$ cat src/rtl/muldiv_if.sv
// Request/response bundle between the EX stage and the RV32M multiply/divide sequencer.
interface muldiv_if;
  logic        start;
  logic [4:0]  select;
  logic [31:0] data1;
  logic [31:0] data2;
  logic        flush;
  logic        busy;
  logic        valid;
  logic [31:0] result;

  modport master (output start, select, data1, data2, flush, input busy, valid, result);
  modport slave  (input start, select, data1, data2, flush, output busy, valid, result);
endinterface

$ cat src/rtl/muldiv_sequencer.sv
// Multi-cycle RV32M sequencer: registered multiply, 32-step restoring divide,
// single-cycle resolution of divide-by-zero and signed overflow.
module muldiv_sequencer #(
  parameter int MUL_CYCLES = 2,
  parameter int XLEN       = 32
) (
  input  logic     clk,
  input  logic     rst_n,
  muldiv_if.slave  bus
);

  typedef enum logic [2:0] {S_IDLE, S_MUL, S_DIV, S_FIX, S_DONE} state_t;

  localparam logic [5:0]      MUL_LOAD = (MUL_CYCLES > 1) ? 6'(MUL_CYCLES - 2) : 6'd0;
  localparam logic [XLEN-1:0] INT_MIN  = {1'b1, {(XLEN-1){1'b0}}};

  state_t          state_reg, state_next;
  logic [1:0]      op_reg;
  logic [XLEN-1:0] a_reg, b_reg, quo_reg, rem_reg, div_reg, stage_reg, result_reg;
  logic            q_neg_reg, r_neg_reg;
  logic [5:0]      cnt_reg;

  logic            accept, in_idle, is_signed, div_zero, div_ovf, div_special, no_borrow;
  logic [1:0]      mul_op;
  logic [XLEN-1:0] mul_a, mul_b, mag1, mag2, special_res, mul_res, fix_res;
  logic [2*XLEN-1:0] mul_a_ext, mul_b_ext, product;
  logic [XLEN:0]   shifted;

  always_comb begin
    in_idle     = (state_reg == S_IDLE);
    accept      = in_idle && bus.start && !bus.flush && (bus.select[4:3] == 2'b01);
    is_signed   = !bus.select[0];
    div_zero    = (bus.data2 == '0);
    div_ovf     = is_signed && (bus.data1 == INT_MIN) && (bus.data2 == '1);
    div_special = div_zero || div_ovf;
    if (div_zero)
      special_res = bus.select[1] ? bus.data1 : '1;
    else
      special_res = bus.select[1] ? '0 : INT_MIN;
    mag1 = (is_signed && bus.data1[XLEN-1]) ? -bus.data1 : bus.data1;
    mag2 = (is_signed && bus.data2[XLEN-1]) ? -bus.data2 : bus.data2;

    // Multiplier reads the live operands in IDLE so MUL_CYCLES=1 can finish on the accept edge.
    mul_op    = in_idle ? bus.select[1:0] : op_reg;
    mul_a     = in_idle ? bus.data1 : a_reg;
    mul_b     = in_idle ? bus.data2 : b_reg;
    mul_a_ext = {{XLEN{(mul_op != 2'b11) && mul_a[XLEN-1]}}, mul_a};
    mul_b_ext = {{XLEN{!mul_op[1] && mul_b[XLEN-1]}}, mul_b};
    product   = mul_a_ext * mul_b_ext;
    mul_res   = (mul_op == 2'b00) ? product[XLEN-1:0] : product[2*XLEN-1:XLEN];

    shifted   = {rem_reg, quo_reg[XLEN-1]};
    no_borrow = (shifted >= {1'b0, div_reg});
    fix_res   = op_reg[1] ? (r_neg_reg ? -rem_reg : rem_reg)
                          : (q_neg_reg ? -quo_reg : quo_reg);
  end

  always_ff @(posedge clk or negedge rst_n) begin
    if (!rst_n)
      state_reg <= S_IDLE;
    else
      state_reg <= state_next;
  end

  always_comb begin
    state_next = state_reg;
    unique case (state_reg)
      S_IDLE: begin
        if (accept) begin
          if (!bus.select[2])
            state_next = (MUL_CYCLES == 1) ? S_DONE : S_MUL;
          else
            state_next = div_special ? S_DONE : S_DIV;
        end
      end
      S_MUL:  state_next = bus.flush ? S_IDLE : ((cnt_reg == 6'd0) ? S_DONE : S_MUL);
      S_DIV:  state_next = bus.flush ? S_IDLE : ((cnt_reg == 6'd31) ? S_FIX : S_DIV);
      S_FIX:  state_next = bus.flush ? S_IDLE : S_DONE;
      S_DONE: state_next = S_IDLE;
      default: state_next = S_IDLE;
    endcase
  end

  always_ff @(posedge clk or negedge rst_n) begin
    if (!rst_n) begin
      op_reg     <= '0;
      a_reg      <= '0;
      b_reg      <= '0;
      quo_reg    <= '0;
      rem_reg    <= '0;
      div_reg    <= '0;
      stage_reg  <= '0;
      result_reg <= '0;
      q_neg_reg  <= 1'b0;
      r_neg_reg  <= 1'b0;
      cnt_reg    <= '0;
    end else begin
      unique case (state_reg)
        S_IDLE: begin
          if (accept) begin
            op_reg    <= bus.select[1:0];
            a_reg     <= bus.data1;
            b_reg     <= bus.data2;
            cnt_reg   <= bus.select[2] ? 6'd0 : MUL_LOAD;
            stage_reg <= bus.select[2] ? special_res : mul_res;
            quo_reg   <= mag1;
            div_reg   <= mag2;
            rem_reg   <= '0;
            q_neg_reg <= is_signed && (bus.data1[XLEN-1] ^ bus.data2[XLEN-1]);
            r_neg_reg <= is_signed && bus.data1[XLEN-1];
          end
        end
        S_MUL: begin
          stage_reg <= mul_res;
          if (cnt_reg != 6'd0)
            cnt_reg <= cnt_reg - 6'd1;
        end
        S_DIV: begin
          // quo_reg doubles as the dividend shift register; quotient bits enter at the LSB.
          rem_reg <= no_borrow ? XLEN'(shifted - {1'b0, div_reg}) : shifted[XLEN-1:0];
          quo_reg <= {quo_reg[XLEN-2:0], no_borrow};
          cnt_reg <= cnt_reg + 6'd1;
        end
        S_FIX:  stage_reg <= fix_res;
        S_DONE: begin
          if (!bus.flush)
            result_reg <= stage_reg;
        end
        default: ;
      endcase
    end
  end

  // A flush landing on DONE must hide the fresh value, so RESULT bypasses only while VALID is shown.
  assign bus.busy   = (state_reg != S_IDLE);
  assign bus.valid  = (state_reg == S_DONE) && !bus.flush;
  assign bus.result = bus.valid ? stage_reg : result_reg;

endmodule

$ cat src/flat_wrapper.sv
// flat-port wrapper written by rule: the top's interface ports become plain ports
module muldiv_sequencer_flat 
#(
  parameter int MUL_CYCLES = 2,
  parameter int XLEN       = 32
)
  (clk, rst_n, bus_start, bus_select, bus_data1, bus_data2, bus_flush, bus_busy, bus_valid, bus_result);
  muldiv_if bus_i ();
  input  logic clk;
  input  logic rst_n;
  input wire logic [$bits(bus_i.start)-1:0] bus_start;
  input wire logic [$bits(bus_i.select)-1:0] bus_select;
  input wire logic [$bits(bus_i.data1)-1:0] bus_data1;
  input wire logic [$bits(bus_i.data2)-1:0] bus_data2;
  input wire logic [$bits(bus_i.flush)-1:0] bus_flush;
  output wire logic [$bits(bus_i.busy)-1:0] bus_busy;
  output wire logic [$bits(bus_i.valid)-1:0] bus_valid;
  output wire logic [$bits(bus_i.result)-1:0] bus_result;
  assign bus_i.start = bus_start;
  assign bus_i.select = bus_select;
  assign bus_i.data1 = bus_data1;
  assign bus_i.data2 = bus_data2;
  assign bus_i.flush = bus_flush;
  assign bus_busy = bus_i.busy;
  assign bus_valid = bus_i.valid;
  assign bus_result = bus_i.result;
  muldiv_sequencer #(.MUL_CYCLES(MUL_CYCLES), .XLEN(XLEN)) u_core (.clk(clk), .rst_n(rst_n), .bus(bus_i));
endmodule
$ cat config.mk
export PLATFORM = sky130hd
export DESIGN_NAME = muldiv_sequencer_flat
export DESIGN_NICKNAME = d
export VERILOG_FILES = /design/src/rtl/muldiv_if.sv /design/src/rtl/muldiv_sequencer.sv /design/src/flat_wrapper.sv
export SDC_FILE = /design/constraint.sdc
export NUM_CORES = 2
export LEC_CHECK = 0
export ABC_AREA = 1
export ABC_CLOCK_PERIOD_IN_PS = 9400
export CORE_MARGIN = 5
export CORE_UTILIZATION = 55
export DETAILED_ROUTE_END_ITERATION = 6
export GPL_TIMING_DRIVEN = 0
export PLACE_DENSITY_LB_ADDON = 0.25
export SLEW_MARGIN = 0
export SYNTH_ARGS = -nofsm -noshare
export SYNTH_HDL_FRONTEND = slang
export SYNTH_SLANG_ARGS = --single-unit
$ cat constraint.sdc
create_clock -name clk -period 9.4 [get_ports clk]
set_input_delay 0.94 -clock clk [delete_from_list [all_inputs] [get_ports clk]]
set_output_delay 0.94 -clock clk [all_outputs]
set_load 0.05 [all_outputs]
==> flow_metrics.py <==
metrics = {
    "logic_synthesis": {
        "synth_flop_cell": "dfrtp_1",
        "ys_top_cells_by_area": "fa_1, inv_1, dfrtp_1",
        "synth.cell_area_sq_um": 55300,
        "syn_nets": 8604,
        "netlist_instances": 7151,
        "synthTopCellsByCount": "inv_1, nand2_1, fa_1",
        "seq_area_frac_synth": 0.107,
        "synth_edf_count": 0,
        "yosys.area.top_type": "fa_1",
        "avgSynthCellArea_sq_um": 7.74,
        "yosys_warnings": 0,
        "yosysMostFrequentCell": "inv_1",
        "synth-async-reset-ratio": 1.00,
        "ys_ff_latch": 236,
        "synth_top_area_share": 0.408,
        "ys_types": 62,
    },
    "worst_setup_path": {
        "critPathArrivalTime_ns": 9.80,
        "end_kind": "flip-flop",
        "crit_slowest_cell": "fa_2",
        "cp_slowest_stage_delay_ns": 0.65,
        "critPathKind": "primary input to flip-flop",
        "cp_max_fo": 10,
        "crit_required_ns": 9.84,
        "cp-start-kind": "primary input",
    },
    "global_route": {
        "grt_pass1_vias": 51800,
        "met2_usage": 0.639,
        "grt_util_all_layers": 0.418,
        "antenna_found_initial": 7,
        "grt_util_met1": 0.511,
        "grt_pass1_wl_um": 331000,
        "grtUsageMet3": 0.112,
        "overflow": 0,
        "grt_max_degree": 117,
        "busiest_layer": "met2",
    },
    "detailed_routing": {
        "viasPerCell": 5.92,
        "drc": 16,
        "drtAntennaViolNets": 0,
        "drt_iter0_drc": 6105,
        "detail_route.wirelength_um": 226000,
        "wl_per_cell_um": 25.9,
        "vias": 51600,
        "first_pass_iters": 7,
    },
    "run_status": {
        "outcome": "finished, violations left",
        "violations": "DRC",
    },
    "clocking": {
        "cts_root_buf": "clkbuf_16",
        "clk_latency_ns": 0.58,
        "cts_made_buffers": 24,
        "htree_levels": 1,
        "cts_tree": "built",
        "numClockSinks": 236,
        "cts_hold_buf": 0,
        "path_clk_slew_ns": 0.07,
        "cts_buffer_depth": 3,
    },
    "cells_and_area": {
        "area_growth_pct": 11.3,
        "regArea_sq_um": 5910,
        "num-nets-final": 8858,
        "fillCellCount": 8963,
        "multi_input_area_sq_um": 43000,
        "drive_gt1_frac": 0.0791,
    },
    "timing": {
        "finalHoldViolations": 0,
        "fmax_mhz": 107,
        "clock_skew_ns": 0.0328,
        "rsz0062_at_grt": "true",
        "maxSlewViolCount": 0,
        "slew-limit-headroom": 0.166,
        "period_share": 0.995,
        "layout_min_cycle_time_ns": 9.35,
        "tightest_slew_ns": 1.23,
        "setup-tns-final_ns": 0,
        "finalSetupViolCount": 0,
    },
    "run": {
        "drv_cap": 0,
    },
    "die": {
        "core_area_sq_um": 100000,
        "die_area_sq_um": 107000,
        "fp.dieW_um": 327,
        "die-height_um": 327,
        "start_util": 0.553,
        "num_rows": 116,
        "io_pins": 107,
    },
    "place": {
        "dp_hpwl_um": 189000,
        "port_buffers": 104,
        "gp_congestion": 1.11,
    },
    "hold_path": {
        "hp-class": "primary input to async pin",
    },
}
placed cells by master (no fill, tap or decap), types with 51 or more instances in the layout:
| cell type | n |
|---|---|
| o21ai_0 | 247 |
| buf_4 | 109 |
| ha_1 | 228 |
| nor3_1 | 54 |
| nor2_1 | 736 |
| a21oi_1 | 205 |
| nand3_1 | 307 |
| dfrtp_1 | 236 |
| inv_1 | 1578 |
| fa_1 | 1110 |
| nand2_1 | 1549 |
| clkdlybuf4s50_1 | 98 |
| xor2_1 | 51 |
| clkbuf_1 | 97 |
| clkbuf_2 | 69 |
final timing paths:
| path | start | slack [ns] | depth (start not counted) | end |
|---|---|---|---|---|
| min in group clk | u_core.result_reg[12] | 0.48 | 2 | u_core.result_reg[12] |
| max | bus_select[1] | 0.05 | 36 | u_core.stage_reg[25] |
| min reg2reg | u_core.result_reg[12] | 0.48 | 2 | u_core.result_reg[12] |
| max reg2reg | u_core.state_reg[1] | 0.09 | 38 | u_core.stage_reg[25] |
| max in group asynchronous | rst_n | 8.33 | 2 | u_core.stage_reg[3] |
| min | rst_n | 0.15 | 1 | u_core.rem_reg[15] |
stage by stage:
step | util | cell area [sq um] | setup slack (ns) | cells | hold WS [ns]
3_3_place_gp | 0.580 | 58000 | -3.14 | 8553 | 0.455
2_1_floorplan | - | 55300 | 0.776 | 7151 | 0.441
3_5_place_dp | 0.581 | 58100 | -2.57 | 8559 | 0.460
5_1_grt | 0.616 | 61600 | -0.0294 | 8719 | 0.146
6_report | 0.616 | 61600 | 0.0453 | 8724 | 0.151
4_1_cts | 0.604 | 60400 | 0.00159 | 8672 | 0.139
logic make-up after synthesis:
| logic type | Yosys count | synth area share |
|---|---|---|
| adder cells (fa/ha/maj) | 1380 | 0.465 |
| XOR/XNOR | 72 | 0.0114 |
| AO/OA/AOI/OAI | 745 | 0.0791 |
| buffers and inverters | 1919 | 0.132 |
| flip-flops | 236 | 0.107 |
| AND/OR/NAND/NOR | 2799 | 0.205 |
critical path, delay by kind of cell:
kind	cells	cell delay [ns]
buffers and inverters	12	1.91
AOI/OAI and AO/OA	6	1.11
and+or+nand+nor	9	1.03
adders and majority gates	9	4.78
cell type report:
class	instances	share of cell area
antenna	5	0.000203
buffer	283	0.0252
clock buffer	28	0.0102
clock inverter	14	0.00258
inverter	1631	0.101
multi-input combinational	4996	0.698
sequential	236	0.0959
tap	1298	0.0264
timing repair buffer	233	0.0407
timing repair:
action	in CTS	in global routing
setup buffers	73	49
resized for setup	237	257
pin swaps	27	28
endpoints found under the setup margin	32	32
routing by layer:
metal,part of all wire,vias up
li1,-,21900
met1,0.34,25300
met2,0.43,3497
met3,0.12,889
met4,0.10,2
met5,0.000071,-
Power is not shown: default switching activity piles up to over one toggle a cycle in this logic, so the estimate is an artifact.
